## src/rtl/sid_audio_decim.sv

```systemverilog
// SID audio decimator: one-pole low-pass on the ~1 MHz SID mixer stream, phase-accumulator
// rate conversion to PHASE_INC/PHASE_MOD, and a 4-entry first-word-fall-through output FIFO.
module sid_audio_decim #(
  parameter int PHASE_INC   = 48000,
  parameter int PHASE_MOD   = 985248,
  parameter int ALPHA_SHIFT = 3
) (
  input  logic               clk,
  input  logic               reset,
  input  logic               ce_1m,
  input  logic signed [17:0] audio_in,
  output logic signed [15:0] out_data,
  output logic               out_valid,
  input  logic               out_ready,
  output logic [2:0]         fifo_level,
  output logic               overflow
);

  localparam logic [20:0] INC_W = 21'(PHASE_INC);
  localparam logic [20:0] MOD_W = 21'(PHASE_MOD);

  // y is Q18.4; the input is lifted to the same format before the difference.
  function automatic logic signed [21:0] lp_step(input logic signed [21:0] y,
                                                 input logic signed [17:0] a);
    logic signed [22:0] x;
    logic signed [22:0] d;
    logic signed [22:0] dsh;
    x   = {a[17], a, 4'b0000};
    d   = x - {y[21], y};
    dsh = d >>> ALPHA_SHIFT;
    return y + dsh[21:0];
  endfunction

  function automatic logic signed [15:0] trunc_sample(input logic signed [21:0] y);
    return y[21:6];
  endfunction

  logic signed [21:0] y_q, y_d;
  logic [19:0]        phase_q, phase_d;
  logic               tick_q, tick_d;
  logic [1:0]         wr_ptr_q, wr_ptr_d, rd_ptr_q, rd_ptr_d;
  logic [2:0]         level_q, level_d;
  logic               overflow_q, overflow_d;
  logic signed [15:0] hold_q, hold_d;
  logic signed [15:0] mem_q [4];
  logic signed [15:0] mem_d [4];

  logic [20:0] phase_sum;
  logic        wrap, full, pop, wr_en;

  always_comb begin
    phase_sum = {1'b0, phase_q} + INC_W;
    wrap      = (phase_sum >= MOD_W);

    y_d     = y_q;
    phase_d = phase_q;
    tick_d  = 1'b0;
    if (ce_1m) begin
      y_d     = lp_step(y_q, audio_in);
      phase_d = wrap ? 20'(phase_sum - MOD_W) : phase_sum[19:0];
      tick_d  = wrap;
    end

    // Stage boundary: tick_q marks the cycle that pushes the filtered sample.
    full  = (level_q == 3'd4);
    pop   = (level_q != 3'd0) && out_ready;
    wr_en = tick_q && (!full || pop);

    overflow_d = overflow_q | (tick_q && full && !pop);
    wr_ptr_d   = wr_en ? wr_ptr_q + 2'd1 : wr_ptr_q;
    rd_ptr_d   = pop ? rd_ptr_q + 2'd1 : rd_ptr_q;
    level_d    = level_q;
    if (wr_en && !pop)      level_d = level_q + 3'd1;
    else if (!wr_en && pop) level_d = level_q - 3'd1;

    mem_d = mem_q;
    if (wr_en && !reset) mem_d[wr_ptr_q] = trunc_sample(y_q);

    // The held word keeps out_data stable once the FIFO drains.
    hold_d = (level_q != 3'd0) ? mem_q[rd_ptr_q] : hold_q;
  end

  always_ff @(posedge clk) begin
    if (reset) begin
      y_q        <= '0;
      phase_q    <= '0;
      tick_q     <= 1'b0;
      wr_ptr_q   <= '0;
      rd_ptr_q   <= '0;
      level_q    <= '0;
      overflow_q <= 1'b0;
      hold_q     <= '0;
    end else begin
      y_q        <= y_d;
      phase_q    <= phase_d;
      tick_q     <= tick_d;
      wr_ptr_q   <= wr_ptr_d;
      rd_ptr_q   <= rd_ptr_d;
      level_q    <= level_d;
      overflow_q <= overflow_d;
      hold_q     <= hold_d;
    end
  end

  always_ff @(posedge clk) begin
    mem_q <= mem_d;
  end

  assign out_valid  = (level_q != 3'd0);
  assign out_data   = out_valid ? mem_q[rd_ptr_q] : hold_q;
  assign fifo_level = level_q;
  assign overflow   = overflow_q;

endmodule

```

## config.mk

```make
export PLATFORM = sky130hd
export DESIGN_NAME = sid_audio_decim
export DESIGN_NICKNAME = d
export VERILOG_FILES = /design/src/rtl/sid_audio_decim.sv
export SDC_FILE = /design/constraint.sdc
export NUM_CORES = 1
export LEC_CHECK = 0
export ABC_AREA = 1
export BUFFER_PORTS_ARGS = -buffer_cell sky130_fd_sc_hd__buf_2
export CAP_MARGIN = 20
export CORE_MARGIN = 1.5
export CORE_UTILIZATION = 62
export DETAILED_ROUTE_END_ITERATION = 7
export GPL_TIMING_DRIVEN = 0
export HOLD_SLACK_MARGIN = 0.05
export PLACE_DENSITY = 0.85
export SYNTH_ARGS = -nofsm -noshare
export SYNTH_HDL_FRONTEND = slang
export SYNTH_SLANG_ARGS = --single-unit
```

## constraint.sdc

```tcl
create_clock -name clk -period 4.1 [get_ports clk]
set_input_delay 0.41 -clock clk [delete_from_list [all_inputs] [get_ports clk]]
set_output_delay 0.41 -clock clk [all_outputs]
set_load 0.005 [all_outputs]
```

# After elaboration in Yosys (flattened, before gate mapping)
# Index checks and enable logic that the tools add are counted.
[word_totals] wordCells=55 out_inout_bits=21 input_bits=22 register_bits=131
[op_classes] bitwise=4 n_reduce_logical=16 n_mux=10 n_lt_le_gt_ge=4 n_addsub=8 n_eq_ne=1
[op_table] cell="bitwise mux 64 bit" n=1
[op_table] cell="2-to-1 mux 16 bit" n=4
[op_table] cell="binary-select mux 16 bit (select 2 bit)" n=1
[op_table] cell="demux 16 bit (select 2 bit)" n=1
[op_table] cell="subtractor 22 x 22 -> 23 bit" n=1
[op_table] cell="adder 22 bit" n=1
[op_table] cell="adder 20 x 16 -> 21 bit (second input constant)" n=1
[op_table] cell=">= comparator 21 x 20 -> 1 bit (second input constant)" n=1
[op_table] cell="2-to-1 mux 20 bit" n=1
[op_table] cell="subtractor 20 bit (second input constant)" n=1
[op_table] cell="logical AND 1 bit" n=8
[op_table] cell=">= comparator 3 bit (second input constant)" n=2
[op_table] cell="2-to-1 mux 3 bit" n=2
[op_table] cell="NOT 2 -> 3 bit" n=2
[op_table] cell="adder 2 x 1 -> 2 bit (second input constant)" n=2
[op_table] cell="zero test 1 bit" n=4
[op_table] cell="adder 3 x 1 -> 3 bit (second input constant)" n=1
[op_table] cell="== test 3 bit (second input constant)" n=1
[op_table] cell="< comparator 3 x 1 -> 1 bit (second input constant)" n=1
[op_table] cell="nonzero test 3 bit" n=1
[op_table] cell="subtractor 3 x 1 -> 3 bit (second input constant)" n=1
[op_table] cell="nonzero test 2 bit" n=1
[op_table] cell="OR reduction 2 bit" n=1
[op_table] cell="logical OR 1 bit" n=1
[op_table] cell="2 further kinds" n=2

# Longest topological paths before layout
# Gate-level depths: netlist (run 1).
[logic_depth] word_depth=8 ltp_mapped=25 mapped_depth_nobuf=25

# Worst setup path after synthesis (run 1)
# OpenSTA, ideal clock, no wires.
[synth_timing] kind="register to register" startpoint="register y_q[6]" endpoint="register y_q[17]" n_path_buf=0 synth_period_minus_slack_ns=3.297 setup_slack_ns=0.803 required_time_ns=4.044 arrival_time_ns=3.241 setup_time_ns=0.056 stages_incl_launch_ff=23 cell_sequence="dfxtp_1 > inv_1 > ha_1 > a21oi_1 > a21boi_0 > o21ai_0 > a21oi_1 > inv_1 > nand2_1 > nand3_1 > nand2_1 > nand2_1 > ha_1 > nand2_1 > nor2_1 > inv_1 > nor3_1 > a21oi_1 > or2_2 > a21o_1 > nand3_1 > nand2_1 > inv_1"
[synth_between] elab_chain_cells=2
[synth_lines] item="from (decl)" line="38" text="logic signed [21:0] y_q, y_d;"
[synth_lines] item="from (signal assigned)" line="94" text="y_q <= y_d;"
[synth_lines] item="subtractor 22 x 22 -> 23 bit" line="29" text="d = x - {y[21], y};"
[synth_lines] item="adder 22 bit *" line="31" text="return y + dsh[21:0];"
# Every way passes the cells marked *; elsewhere a longest branch is shown, timed or not.
# A chain may end at the register's enable or synchronous reset.

# Final worst setup path (run 1)
[layout_timing] startpoint="register y_q[7]" endpoint="register y_q[20]"
# Same word-level chain as after synthesis.

==> results of run 1 <==
-- metrics by stage --
stage,cells,hold WS [ns],setup slack (ns),utilization
3_5_place_dp,1218,0.4618,0.2288,0.6767
6_report,1250,0.3066,0.2880,0.7238
2_1_floorplan,1005,0.4466,0.8031,-
4_1_cts,1250,0.3002,0.2125,0.7231
5_1_grt,1250,0.3537,0.004142,0.7238
3_3_place_gp,1215,0.4351,0.3062,0.6737
-- layout by cell type (no fill, tap or decap), drive strengths merged, types with 2 or more instances in the layout --
cell	n
nand2	224
inv	142
a21oi	97
nor2	95
o21ai	80
edfxtp	64
dfxtp	62
nand3	60
ha	49
buf	49
clkbuf	39
xor2	30
o22ai	16
nor3	11
nand4	9
xnor2	9
clkinv	9
o21bai	6
a21o	6
a31oi	5
clkinvlp	4
a21boi	3
or2	2
a211oi	2
fa	2
nor4	2
-- cell type report --
type | count | share of cell area
Multi-Input combinational cell | 712 | 0.4483
Clock inverter | 13 | 0.01347
Buffer | 24 | 0.01147
Clock buffer | 19 | 0.05074
Sequential cell | 126 | 0.3625
Inverter | 143 | 0.06149
Timing Repair Buffer | 45 | 0.02795
Tap cell | 168 | 0.02408
-- worst register-to-register path: cells and delay by family, from the launching register on --
| kind | cells | cell delay [ns] |
|---|---|---|
| and+or+nand+nor | 3 | 0.31 |
| buffers and inverters | 2 | 0.15 |
| DFF | 1 | 0.48 |
| AOI/OAI and AO/OA | 11 | 1.88 |
| adders and majority gates | 2 | 0.67 |
| xor gates and xnor gates | 1 | 0.23 |
-- flip-flops by register name, summed over array words and instances, names as in the netlist --
signal	count
mem_q	64
y_q	22
hold_q	16
phase_q	15
fifo_level	3
rd_ptr_q	2
wr_ptr_q	2
overflow	1
tick_q	1
-- worst min path at each step --
stage                   start  endpoint  slack [ns]
detailed placement   overflow  overflow        0.46
global placement     overflow  overflow        0.44
floorplan            overflow  overflow        0.45
finish              out_ready  overflow        0.31
CTS                 out_ready  overflow        0.30
global route        out_ready  overflow        0.35
-- where the power goes --
group | total, mW | switching, mW | leakage, nW | internal [mW]
registers | 1.75 | 0.194 | 1.10 | 1.55
clock network | 1.43 | 0.585 | 0.263 | 0.847
logic | 3.50 | 2.24 | 2.68 | 1.27
total | 6.68 | 3.02 | 4.04 | 3.67
-- timing repair --
item	CTS	global route
hold endpoints to repair	0	0
hold buffers	0	0
resized for setup	0	4
endpoints found under the setup margin	0	5
-- routing by layer --
layer,vias to the layer above,GRT usage
met1,3226,0.3726
met3,51,0.06406
li1,3474,-
met2,302,0.5122
met4,0,0.1400
met5,-,0
-- kinds of logic after synthesis --
group | share of synthesized area
flip-flops | 0.4105
AND/OR/NAND/NOR | 0.2236
adder cells (fa/ha/maj) | 0.08477
AO/OA/AOI/OAI | 0.1531
buffers and inverters | 0.08266
XOR/XNOR | 0.04531
==> results.txt, run 1 <==
----------------------------------------------------
[Status]
  Status ... finished, final reports clean

[GRT]
  Global router's overall resource usage ... 0.3033
  Antenna violations before repair ... 0
  Overall overflow remaining after global route ... 0
  Pin count of the biggest net entering global routing ... 17
  Number of global-route vias before repair ... 6664
  First-pass GRT wire length ... 30600 um

[Logic synthesis]
  Syn Nets ... 1078
  Synth cell types ... 40
  Post-synthesis async set-or-reset flop share ... 0
  Most instantiated library cell after synthesis ... sky130_fd_sc_hd__nand2_1
  Cell type with the highest aggregate area in the netlist ... sky130_fd_sc_hd__edfxtp_1
  Sequential fraction of the synthesis area ... 0.4105
  Number of synthesized flops with an enable pin ... 64
  Largest cells by area after synthesis ... sky130_fd_sc_hd__edfxtp_1 25%, sky130_fd_sc_hd__dfxtp_1 16%, sky130_fd_sc_hd__nand2_1 10%
  Synth warnings ... 0
  Area share of the largest cell type after synthesis ... 0.2494
  Flop and latch count out of synthesis ... 126
  Top cells by count, synth ... 213 x sky130_fd_sc_hd__nand2_1, 131 x sky130_fd_sc_hd__inv_1, 94 x sky130_fd_sc_hd__a21oi_1
  Mean post-synth cell area ... 7.667 um2
  Leading register cell type out of synthesis ... sky130_fd_sc_hd__edfxtp_1
  Cells after Synth ... 1005
  Post-synth design cell area ... 0.007705 mm2

[Clock tree]
  Root cell of the clock tree ... sky130_fd_sc_hd__clkbuf_16
  Clock buffer depth ... 2
  Clock insertion delay at the later pin of the skew report ... 0.43 ns
  Reg clk slew, reported paths ... 0.06 ns
  Post-CTS Repair Setup Buffers ... 0
  TritonCTS Buffers ... 17
  TritonCTS clock tree ... built
  H-Tree Level Count ... 4
  Clock sink count ... 126

[Final layout]
  Post-route cell area ... 0.008730 mm2
  # fillers ... 945
  Layout Area Growth over Synthesis ... 13.30%
  Share of cells above drive strength 1 ... 0.1091
  Area of combinational cells with multiple inputs ... 0.003914 mm2
  Number of diodes ... 0
  FF+latch area ... 0.003164 mm2
  Number of nets in the finished design ... 1142

[Die]
  Vertical die dimension ... 114.5 um
  Top-level I/O count ... 43
  Overall die width ... 114.5 um
  Die area ... 0.01310 mm2
  Initial standard-cell utilization of the core ... 0.6388
  Total number of placement rows ... 40
  Area of the core ... 0.01206 mm2

[Setup path]
  Critical path depth in cells ... 19
  Crit-path max FO ... 6
  Worst reg2reg path endpoint ... y_q[20]
  Timing endpoint of the critical path ... y_q[20]
  Cell mode on critical path ... sky130_fd_sc_hd__a21oi_1
  Worst r2r path cells ... 19
  Data arrival time of the critical path ... 4.14 ns
  Worst Path Class, Setup ... flop to flop
  Type of element capturing the critical path ... flop
  CP Cell Sequence ... inv_1 > ha_1 > a21oi_1 > o21ai_0 > nand2_1 > nand2_1 > a21oi_1 > o21ai_1 > a21oi_1 > xor2_1 > ha_1 > a21oi_1 > o21ai_0 > a21oi_1 > nand3_1 > a21oi_1 > o21ai_0 > o211ai_1 > inv_1
  Slowest stage cell on the critical path ... sky130_fd_sc_hd__dfxtp_1
  Buffer and inverter count on the worst path ... 2
  Worst reg2reg setup slack ... 0.29 ns
  Setup crit start kind ... flop
  Reg-to-reg critical path startpoint ... y_q[7]
  Launch point of the critical path ... y_q[7]
  CP peak stage delay ... 0.48 ns
  Required @ worst endpoint ... 4.43 ns
  Cell class contributing the biggest share of worst-path delay ... compound AO/OA/AOI/OAI gates

[Power]
  Power density over the cells ... 765.7 mW/mm2
  VDD IR max ... 0.0004619 V
  Static leakage power ... 4.042 nW
  Post-layout power ... 6.685 mW

[Drt]
  Number of remaining DRC errors ... 0
  Vias after detailed routing ... 7053
  Wl on met1 ... 8061 um
  Total length of routed wires ... 18920 um
  Highest routed metal layer ... met4
  Met3 wire length ... 1206 um
  Iteration-0 DRC Markers ... 643
  Total length of routed met2 wires ... 9145 um
  Remaining number of nets flagged by the antenna check after routing ... 0
  Final routed wire length divided by cell count ... 15.14 um
  First drt pass iteration count ... 5
  Vias per std cell ... 5.642

[Min path]
  Worst hold path stage count ... 4
  Hold Crit Class ... input port to flop

[Placement]
  Global placement routability congestion ... 0.9653
  Buffers on Ports ... 42
  Cell area after placement ... 0.008162 mm2
  DP HPWL ... 13750 um

[STA]
  Final hold violation count ... 0
  Worst rel slew slack ... 0.3402
  Transition time at the pin with the least slew margin ... 0.9861 ns
  Final worst-path cycle share ... 0.9298
  Final worst path period need ... 3.812 ns
  Count of final max-slew check failures ... 0
  Post-route clock skew ... 0.01021 ns
  Total negative slack for setup checks ... 0 ns
  Final setup vio count ... 0
  Fmax ... 262.3 MHz
  Unrepaired setup endpoints after global routing ... no

[Run]
  Reported max-cap violation count ... 0

----------------------------------------------------
Power figures use the tool's default switching activity.
==> run 2: changes to the inputs <==
--- a/config.mk
+++ b/config.mk
@@ -8,8 +8,10 @@
 export ABC_AREA = 1
 export BUFFER_PORTS_ARGS = -buffer_cell sky130_fd_sc_hd__buf_2
 export CAP_MARGIN = 20
+export CORE_ASPECT_RATIO = 0.75
 export CORE_MARGIN = 1.5
 export CORE_UTILIZATION = 62
+export CTS_CLUSTER_SIZE = 30
 export DETAILED_ROUTE_END_ITERATION = 7
 export GPL_TIMING_DRIVEN = 0
 export HOLD_SLACK_MARGIN = 0.05
==> results.txt, run 2 (synthesized netlist as in run 1, its figures left out) <==
----------------------------------------------------
[STA]
  Final worst path period need ... 3.841 ns (+0.02939 ns)
  Post-route clock skew ... 0.006394 ns (-0.003820 ns)
  Final worst-path cycle share ... 0.9369 (+0.007168)
  Worst rel slew slack ... 0.3736 (+0.03346)
  Transition time at the pin with the least slew margin ... 0.9361 ns (-0.05001 ns)
  Final hold violation count ... 0 (unchanged)
  Fmax ... 260.3 MHz (-0.77%)
  Unrepaired setup endpoints after global routing ... no
  Total negative slack for setup checks ... 0 ns (unchanged)
  Final setup vio count ... 0 (unchanged)
  Count of final max-slew check failures ... 0 (unchanged)

[GRT]
  Overall overflow remaining after global route ... 0 (unchanged)
  Pin count of the biggest net entering global routing ... 17 (unchanged)
  First-pass GRT wire length ... 31530 um (+3.0%)
  Global router's overall resource usage ... 0.3081 (+0.004884)
  Number of global-route vias before repair ... 6405 (-3.9%)
  Antenna violations before repair ... 0 (unchanged)

[Setup path]
  Worst r2r path cells ... 22 (+3)
  Data arrival time of the critical path ... 4.21 ns (+0.07 ns)
  Cell mode on critical path ... sky130_fd_sc_hd__nand2_1
  Worst Path Class, Setup ... flop to flop
  Type of element capturing the critical path ... flop
  Cell class contributing the biggest share of worst-path delay ... compound AO/OA/AOI/OAI gates
  Crit-path max FO ... 6 (unchanged)
  Required @ worst endpoint ... 4.47 ns (+0.04 ns)
  Buffer and inverter count on the worst path ... 4 (+2)
  Slowest stage cell on the critical path ... sky130_fd_sc_hd__dfxtp_2
  Reg-to-reg critical path startpoint ... y_q[6]
  Setup crit start kind ... flop
  Worst reg2reg path endpoint ... y_q[17]
  CP peak stage delay ... 0.42 ns (-0.06 ns)
  Worst reg2reg setup slack ... 0.26 ns (-0.03 ns)
  CP Cell Sequence ... inv_1 > ha_1 > a21oi_1 > a21boi_1 > o21ai_0 > a21oi_1 > inv_1 > nand2_1 > nand3_1 > nand2_1 > nand2_1 > ha_1 > nand2_1 > nor2_1 > inv_1 > nor3_1 > a21oi_1 > or2_2 > a21o_1 > nand3_1 > nand2_1 > inv_1

[Min path]
  Worst hold path stage count ... 4 (unchanged)
  Hold Crit Class ... input port to flop
  Worst hold endpoint ... overflow
  Launch point of the worst hold path ... out_ready

[Placement]
  Buffers on Ports ... 42 (unchanged)
  Global placement routability congestion ... 0.9497 (-1.6%)
  Placed cells ... 1217 (-0.082%)
  DP HPWL ... 13890 um (+1.0%)
  Cell area after placement ... 0.008164 mm2 (about the same)

[Clock tree]
  Clock buffer depth ... 2 (unchanged)
  Reg clk slew, reported paths ... 0.06 ns (about the same)
  Clock insertion delay at the later pin of the skew report ... 0.42 ns (about the same)
  TritonCTS Buffers ... 17 (unchanged)
  Clock sink count ... 126 (unchanged)
  H-Tree Level Count ... 4 (unchanged)
  TritonCTS clock tree ... built
  Root cell of the clock tree ... sky130_fd_sc_hd__clkbuf_16

[Drt]
  Vias per std cell ... 5.622 (-0.37%)
  Total length of routed wires ... 19810 um (+4.7%)
  Number of remaining DRC errors ... 0 (unchanged)
  Final routed wire length divided by cell count ... 15.85 um (+4.7%)
  Iteration-0 DRC Markers ... 662 (+3.0%)
  First drt pass iteration count ... 5 (unchanged)
  Vias after detailed routing ... 7027 (-0.37%)
  Remaining number of nets flagged by the antenna check after routing ... 0 (unchanged)

[Final layout]
  Number of nets in the finished design ... 1144 (+0.18%)
  Register containing the most flip-flops in the final layout ... mem_q
  Post-route cell area ... 0.008757 mm2 (+0.32%)
  Most common cell after layout, fill and taps aside ... sky130_fd_sc_hd__nand2_1
  Layout Area Growth over Synthesis ... 13.66%
  Registers with the most flip-flops ... mem_q x64, y_q x22, hold_q x16
  Non-filler cells, final ... 1250 (unchanged)
  Number of diodes ... 0 (unchanged)
  Number of flip-flops in the largest register ... 64 (unchanged)
  Share of cells above drive strength 1 ... 0.1135 (+0.004411)
  Most frequent cells in the layout ... 213 x sky130_fd_sc_hd__nand2_1, 131 x sky130_fd_sc_hd__inv_1, 93 x sky130_fd_sc_hd__a21oi_1

[Die]
  Top-level I/O count ... 43 (unchanged)
  Die area ... 0.01311 mm2 (about the same)
  Overall die width ... 131.7 um (+15%)
  Area of the core ... 0.01222 mm2 (+1.3%)
  Vertical die dimension ... 99.54 um (-13%)
  Total number of placement rows ... 35 (-13%)
  Initial standard-cell utilization of the core ... 0.6306 (-0.008177)

[Status]
  Status ... finished, final reports clean

[Power]
  Static leakage power ... 4.069 nW (+0.66%)
  Power density over the cells ... 773.8 mW/mm2 (+1.1%)
  VDD IR max ... 0.0004990 V (+8.0%)

[Run]
  Reported max-cap violation count ... 0 (unchanged)

----------------------------------------------------
==> run 2: power breakdown <==
| part | switching (mW) | leakage, nW | total [mW] | internal, mW |
|---|---|---|---|---|
| logic | 2.25 | 2.69 | 3.53 | 1.28 |
| registers | 0.204 | 1.10 | 1.76 | 1.55 |
| clock network | 0.640 | 0.279 | 1.49 | 0.852 |
| total | 3.10 | 4.07 | 6.78 | 3.68 |
==> run 2: repair_timing <==
item	4_1_cts	5_1_grt
hold buffers	0	0
buffers inserted	0	1
setup endpoints to repair	0	4
resized for setup	0	7
==> run 2: stage by stage <==
stage          hold slack (ns)  setup WS, ns  utilization  power, mW
2_1_floorplan           0.4466        0.8031            -      4.304
3_3_place_gp            0.4348        0.2565       0.6648      5.076
3_5_place_dp            0.4393        0.1918       0.6682      5.169
4_1_cts                 0.3060        0.1281       0.7151      6.693
5_1_grt                 0.3448       0.02257       0.7167      7.299
6_report                0.3052        0.2586       0.7167      6.776
==> run 2: metal layers <==
layer / global-route usage / part of all wire / routed length, um
met1: 0.4201 / 0.44 / 8763
met5: 0 / 0 / 0
met2: 0.5016 / 0.45 / 8961
met4: 0.1103 / 0.021 / 410
met3: 0.05097 / 0.085 / 1678
==> run 2: tightest hold or removal path, stage by stage <==
cell                      delay [ns]
sky130_fd_sc_hd__buf_2          0.08
sky130_fd_sc_hd__inv_1          0.06
sky130_fd_sc_hd__nand4_1        0.09
sky130_fd_sc_hd__a21oi_1        0.05
==> run 2: worst max-delay path by stage <==
stage | startpoint | endpoint | slack [ns] | cells past startpoint
global placement | y_q[6] | y_q[17] | 0.26 | 22
floorplan | y_q[6] | y_q[17] | 0.80 | 22
CTS | y_q[6] | y_q[17] | 0.13 | 22
global route | y_q[6] | y_q[17] | 0.02 | 22
detailed placement | y_q[6] | y_q[17] | 0.19 | 22
finish | y_q[6] | y_q[17] | 0.26 | 22
==> run 2: cell type report <==
cell class	instances	area, um2
buffer	24	100.1
clock buffer	17	425.4
clock inverter	15	147.6
fill	954	3461
inverter	143	536.8
multi-input combinational	712	3915
sequential	126	3166
tap	166	207.7
timing repair buffer	47	259.0
==> run 3: changes to the inputs <==
--- a/config.mk
+++ b/config.mk
@@ -5,7 +5,6 @@
 export SDC_FILE = /design/constraint.sdc
 export NUM_CORES = 1
 export LEC_CHECK = 0
-export ABC_AREA = 1
 export BUFFER_PORTS_ARGS = -buffer_cell sky130_fd_sc_hd__buf_2
 export CAP_MARGIN = 20
 export CORE_ASPECT_RATIO = 0.75
==> results.txt, run 3 <==
----------------------------------------------------
[Setup path]
  Setup crit start kind ... flop
  Worst r2r path cells ... 18 (-18%)
  Worst reg2reg path endpoint ... y_q[21]
  Crit-path max FO ... 5 (-1)
  Cell mode on critical path ... sky130_fd_sc_hd__nor2b_1
  CP peak stage delay ... 0.35 ns (-0.07 ns)
  Data arrival time of the critical path ... 4.51 ns (+0.30 ns)
  CP Cell Sequence ... inv_2 > ha_4 > a211o_1 > a21oi_4 > nor2b_1 > nor2_2 > nor2b_1 > nor2_1 > xnor2_1 > ha_2 > or2_2 > a311oi_1 > a21o_1 > o21a_1 > o21ai_2 > o41ai_2 > mux2i_1 > mux2_1
  Type of element capturing the critical path ... flop
  Required @ worst endpoint ... 4.40 ns (-0.07 ns)
  Worst Path Class, Setup ... flop to flop
  Worst reg2reg setup slack ... -0.10 ns (-0.36 ns)
  Slowest stage cell on the critical path ... sky130_fd_sc_hd__dfxtp_2
  Launch point of the critical path ... y_q[4]
  Reg-to-reg critical path startpoint ... y_q[4]

[Final layout]
  Area of combinational cells with multiple inputs ... 0.004253 mm2 (+8.6%)
  Most frequent cells in the layout ... 64 x sky130_fd_sc_hd__edfxtp_1, 55 x sky130_fd_sc_hd__nor2_1, 53 x sky130_fd_sc_hd__dfxtp_1
  Registers with the most flip-flops ... mem_q x64, y_q x22, hold_q x16
  Number of nets in the finished design ... 868 (-24%)
  FF+latch area ... 0.003184 mm2 (+0.59%)
  Share of cells above drive strength 1 ... 0.2475 (+0.1341)
  Layout Area Growth over Synthesis ... 16.86%
  Most common cell after layout, fill and taps aside ... sky130_fd_sc_hd__edfxtp_1
  Number of flip-flops in the largest register ... 64 (unchanged)
  Number of diodes ... 0 (unchanged)
  # fillers ... 748 (-22%)
  Register containing the most flip-flops in the final layout ... mem_q

[STA]
  Worst rel slew slack ... 0.4035 (+0.02991)
  Final hold violation count ... 0 (unchanged)
  Final worst path period need ... 4.204 ns (+0.3629 ns)
  Final worst-path cycle share ... 1.025 (+0.08852)
  Post-route clock skew ... 0.008185 ns (+0.001791 ns)
  Worst hold slack across all endpoints ... 0.3780 ns (+0.07277 ns)
  Count of final max-slew check failures ... 0 (unchanged)
  Unrepaired setup endpoints after global routing ... yes
  Worst Setup Slack, final ... -0.1043 ns (-0.3629 ns)
  Final setup vio count ... 1 (+1)
  Transition time at the pin with the least slew margin ... 0.8947 ns (-0.04141 ns)
  Total negative slack for setup checks ... -0.1043 ns (-0.1043 ns)
  Fmax ... 237.9 MHz (-8.6%)

[Drt]
  Iteration-0 DRC Markers ... 596 (-10%)
  Vias per std cell ... 6.343 (+13%)
  Final routed wire length divided by cell count ... 20.04 um (+26%)
  Vias after detailed routing ... 6153 (-12%)
  Total length of routed wires ... 19440 um (-1.9%)
  Number of remaining DRC errors ... 0 (unchanged)
  First drt pass iteration count ... 5 (unchanged)
  Remaining number of nets flagged by the antenna check after routing ... 0 (unchanged)

[Logic synthesis]
  Most instantiated library cell after synthesis ... sky130_fd_sc_hd__edfxtp_1
  Number of synthesized flops with an enable pin ... 64 (unchanged)
  Largest cells by area after synthesis ... sky130_fd_sc_hd__edfxtp_1 25%, sky130_fd_sc_hd__dfxtp_1 16%, sky130_fd_sc_hd__ha_1 8.1%
  Flop and latch count out of synthesis ... 126 (unchanged)
  Post-synth design cell area ... 0.007597 mm2 (-1.4%)
  Sequential fraction of the synthesis area ... 0.4163 (+0.005814)
  Cells after Synth ... 720 (-28%)
  Area share of the largest cell type after synthesis ... 0.2530 (+0.003533)
  Synth warnings ... 0 (unchanged)
  Cell type with the highest aggregate area in the netlist ... sky130_fd_sc_hd__edfxtp_1
  Leading register cell type out of synthesis ... sky130_fd_sc_hd__edfxtp_1
  Mean post-synth cell area ... 10.55 um2 (+38%)
  Synth cell types ... 83 (+110%)
  Post-synthesis async set-or-reset flop share ... 0 (unchanged)
  Top cells by count, synth ... 64 x sky130_fd_sc_hd__edfxtp_1, 62 x sky130_fd_sc_hd__dfxtp_1, 57 x sky130_fd_sc_hd__nor2_1
  Syn Nets ... 793 (-26%)

[Die]
  Top-level I/O count ... 43 (unchanged)
  Initial standard-cell utilization of the core ... 0.6447 (+0.01410)
  Total number of placement rows ... 34 (-2.9%)
  Area of the core ... 0.01178 mm2 (-3.6%)
  Overall die width ... 130.8 um (-0.69%)
  Die area ... 0.01293 mm2 (-1.4%)
  Vertical die dimension ... 98.87 um (-0.68%)

[Power]
  Power density over the cells ... 775.8 mW/mm2 (+0.25%)
  Post-layout power ... 6.888 mW (+1.6%)
  Static leakage power ... 3.471 nW (-15%)
  VDD IR max ... 0.0004762 V (-4.6%)

[Clock tree]
  TritonCTS clock tree ... built
  Clock buffer depth ... 2 (unchanged)
  # hold bufs at CTS ... 0 (unchanged)
  Root cell of the clock tree ... sky130_fd_sc_hd__clkbuf_16
  TritonCTS Buffers ... 17 (unchanged)
  Reg clk slew, reported paths ... 0.06 ns (about the same)
  Clock sink count ... 126 (unchanged)
  H-Tree Level Count ... 4 (unchanged)
  Clock insertion delay at the later pin of the skew report ... 0.42 ns (about the same)

[Min path]
  Hold Crit Class ... input port to flop
  Launch point of the worst hold path ... out_ready
  Worst hold endpoint ... rd_ptr_q[1]
  Worst hold path stage count ... 4 (unchanged)

[Status]
  Violations in the final reports ... negative setup slack
  Status ... complete, but fails checks

[GRT]
  Overall overflow remaining after global route ... 0 (unchanged)
  Antenna violations before repair ... 0 (unchanged)
  First-pass GRT wire length ... 29180 um (-7.4%)
  Global router's overall resource usage ... 0.2963 (-0.01181)
  Pin count of the biggest net entering global routing ... 17 (unchanged)
  Number of global-route vias before repair ... 5899 (-7.9%)

[Placement]
  DP HPWL ... 12640 um (-9.0%)
  Pre-CTS WS ... -0.7632 ns (-0.9550 ns)
  Buffers on Ports ... 41 (-2.4%)
  Global placement routability congestion ... 0.9590 (+0.98%)

[Run]
  Reported max-cap violation count ... 0 (unchanged)

----------------------------------------------------
==> run 3: cell types whose count changed after synthesis, sizes merged, moves of 22 or more <==
cell | before | now
mux2 | 0 | 23
o21ai | 80 | 24
a21oi | 97 | 42
nor2 | 95 | 57
and2 | 0 | 22
inv | 141 | 39
nand2 | 224 | 35
nand3 | 60 | 14
==> run 3: timing repair <==
action,CTS,global route
gates resized for setup,22,34
setup endpoints to repair,6,4
buffers inserted,1,14
pin swaps,2,28
==> run 3: power by group <==
| group | total [mW] | switching, mW | internal, mW |
|---|---|---|---|
| sequential | 1.81 | 0.219 | 1.60 |
| clock | 1.41 | 0.578 | 0.834 |
| combinational | 3.66 | 1.96 | 1.70 |
| total | 6.89 | 2.75 | 4.13 |
==> run 3: area by class of cell <==
type,count,share of cell area
plain buffers,35,0.02523
clock buffers,19,0.04876
clock inverters,13,0.01282
inverters,39,0.01649
multi-input cells,520,0.4790
flip-flops and latches,126,0.3587
well taps,162,0.02283
repair buffers,56,0.03622
==> run 3: metal layers <==
layer / global-route usage / wire, um / up-vias
met3: 0.06678 / 1542 / 47
met2: 0.4571 / 9000 / 329
met5: 0 / 0 / -
met4: 0.1150 / 453 / 0
li1: - / - / 2822
met1: 0.4084 / 8446 / 2955
==> run 3: cell families (layout without fill, tap and decap cells) <==
family	after synthesis	in the layout	share of synthesized area
AND/OR/NAND/NOR	214	214	0.1507
AO/OA/AOI/OAI	163	163	0.1525
flip-flops	126	126	0.4163
buffers and inverters	74	162	0.04875
multiplexers	55	55	0.1031
adder cells (fa/ha/maj)	51	51	0.08597
XOR/XNOR	37	37	0.04265
==> run 3: worst max-delay path by stage <==
stage,to,slack [ns]
global placement,y_q[21],-0.61
finish,y_q[21],-0.10
floorplan,y_q[21],0.03
detailed placement,y_q[21],-0.76
global route,y_q[21],-0.21
CTS,y_q[21],-0.09
==> run 3: worst max-delay path: cells and delay by family (launching register included) <==
| family | cells | cell delay (ns) |
|---|---|---|
| AOI/OAI and AO/OA | 7 | 1.72 |
| xor gates and xnor gates | 1 | 0.10 |
| adders and majority gates | 2 | 0.43 |
| buffers and inverters | 1 | 0.05 |
| DFF | 1 | 0.35 |
| muxes | 2 | 0.68 |
| and+or+nand+nor | 5 | 0.77 |
==> run 3: metrics by stage <==
stage / area (um2) / utilization / std cells
4_1_cts: 8633 / 0.7326 / 956
3_5_place_dp: 8005 / 0.6793 / 923
5_1_grt: 8879 / 0.7535 / 970
3_3_place_gp: 8005 / 0.6793 / 923
2_1_floorplan: 7597 / - / 720
6_report: 8879 / 0.7535 / 970
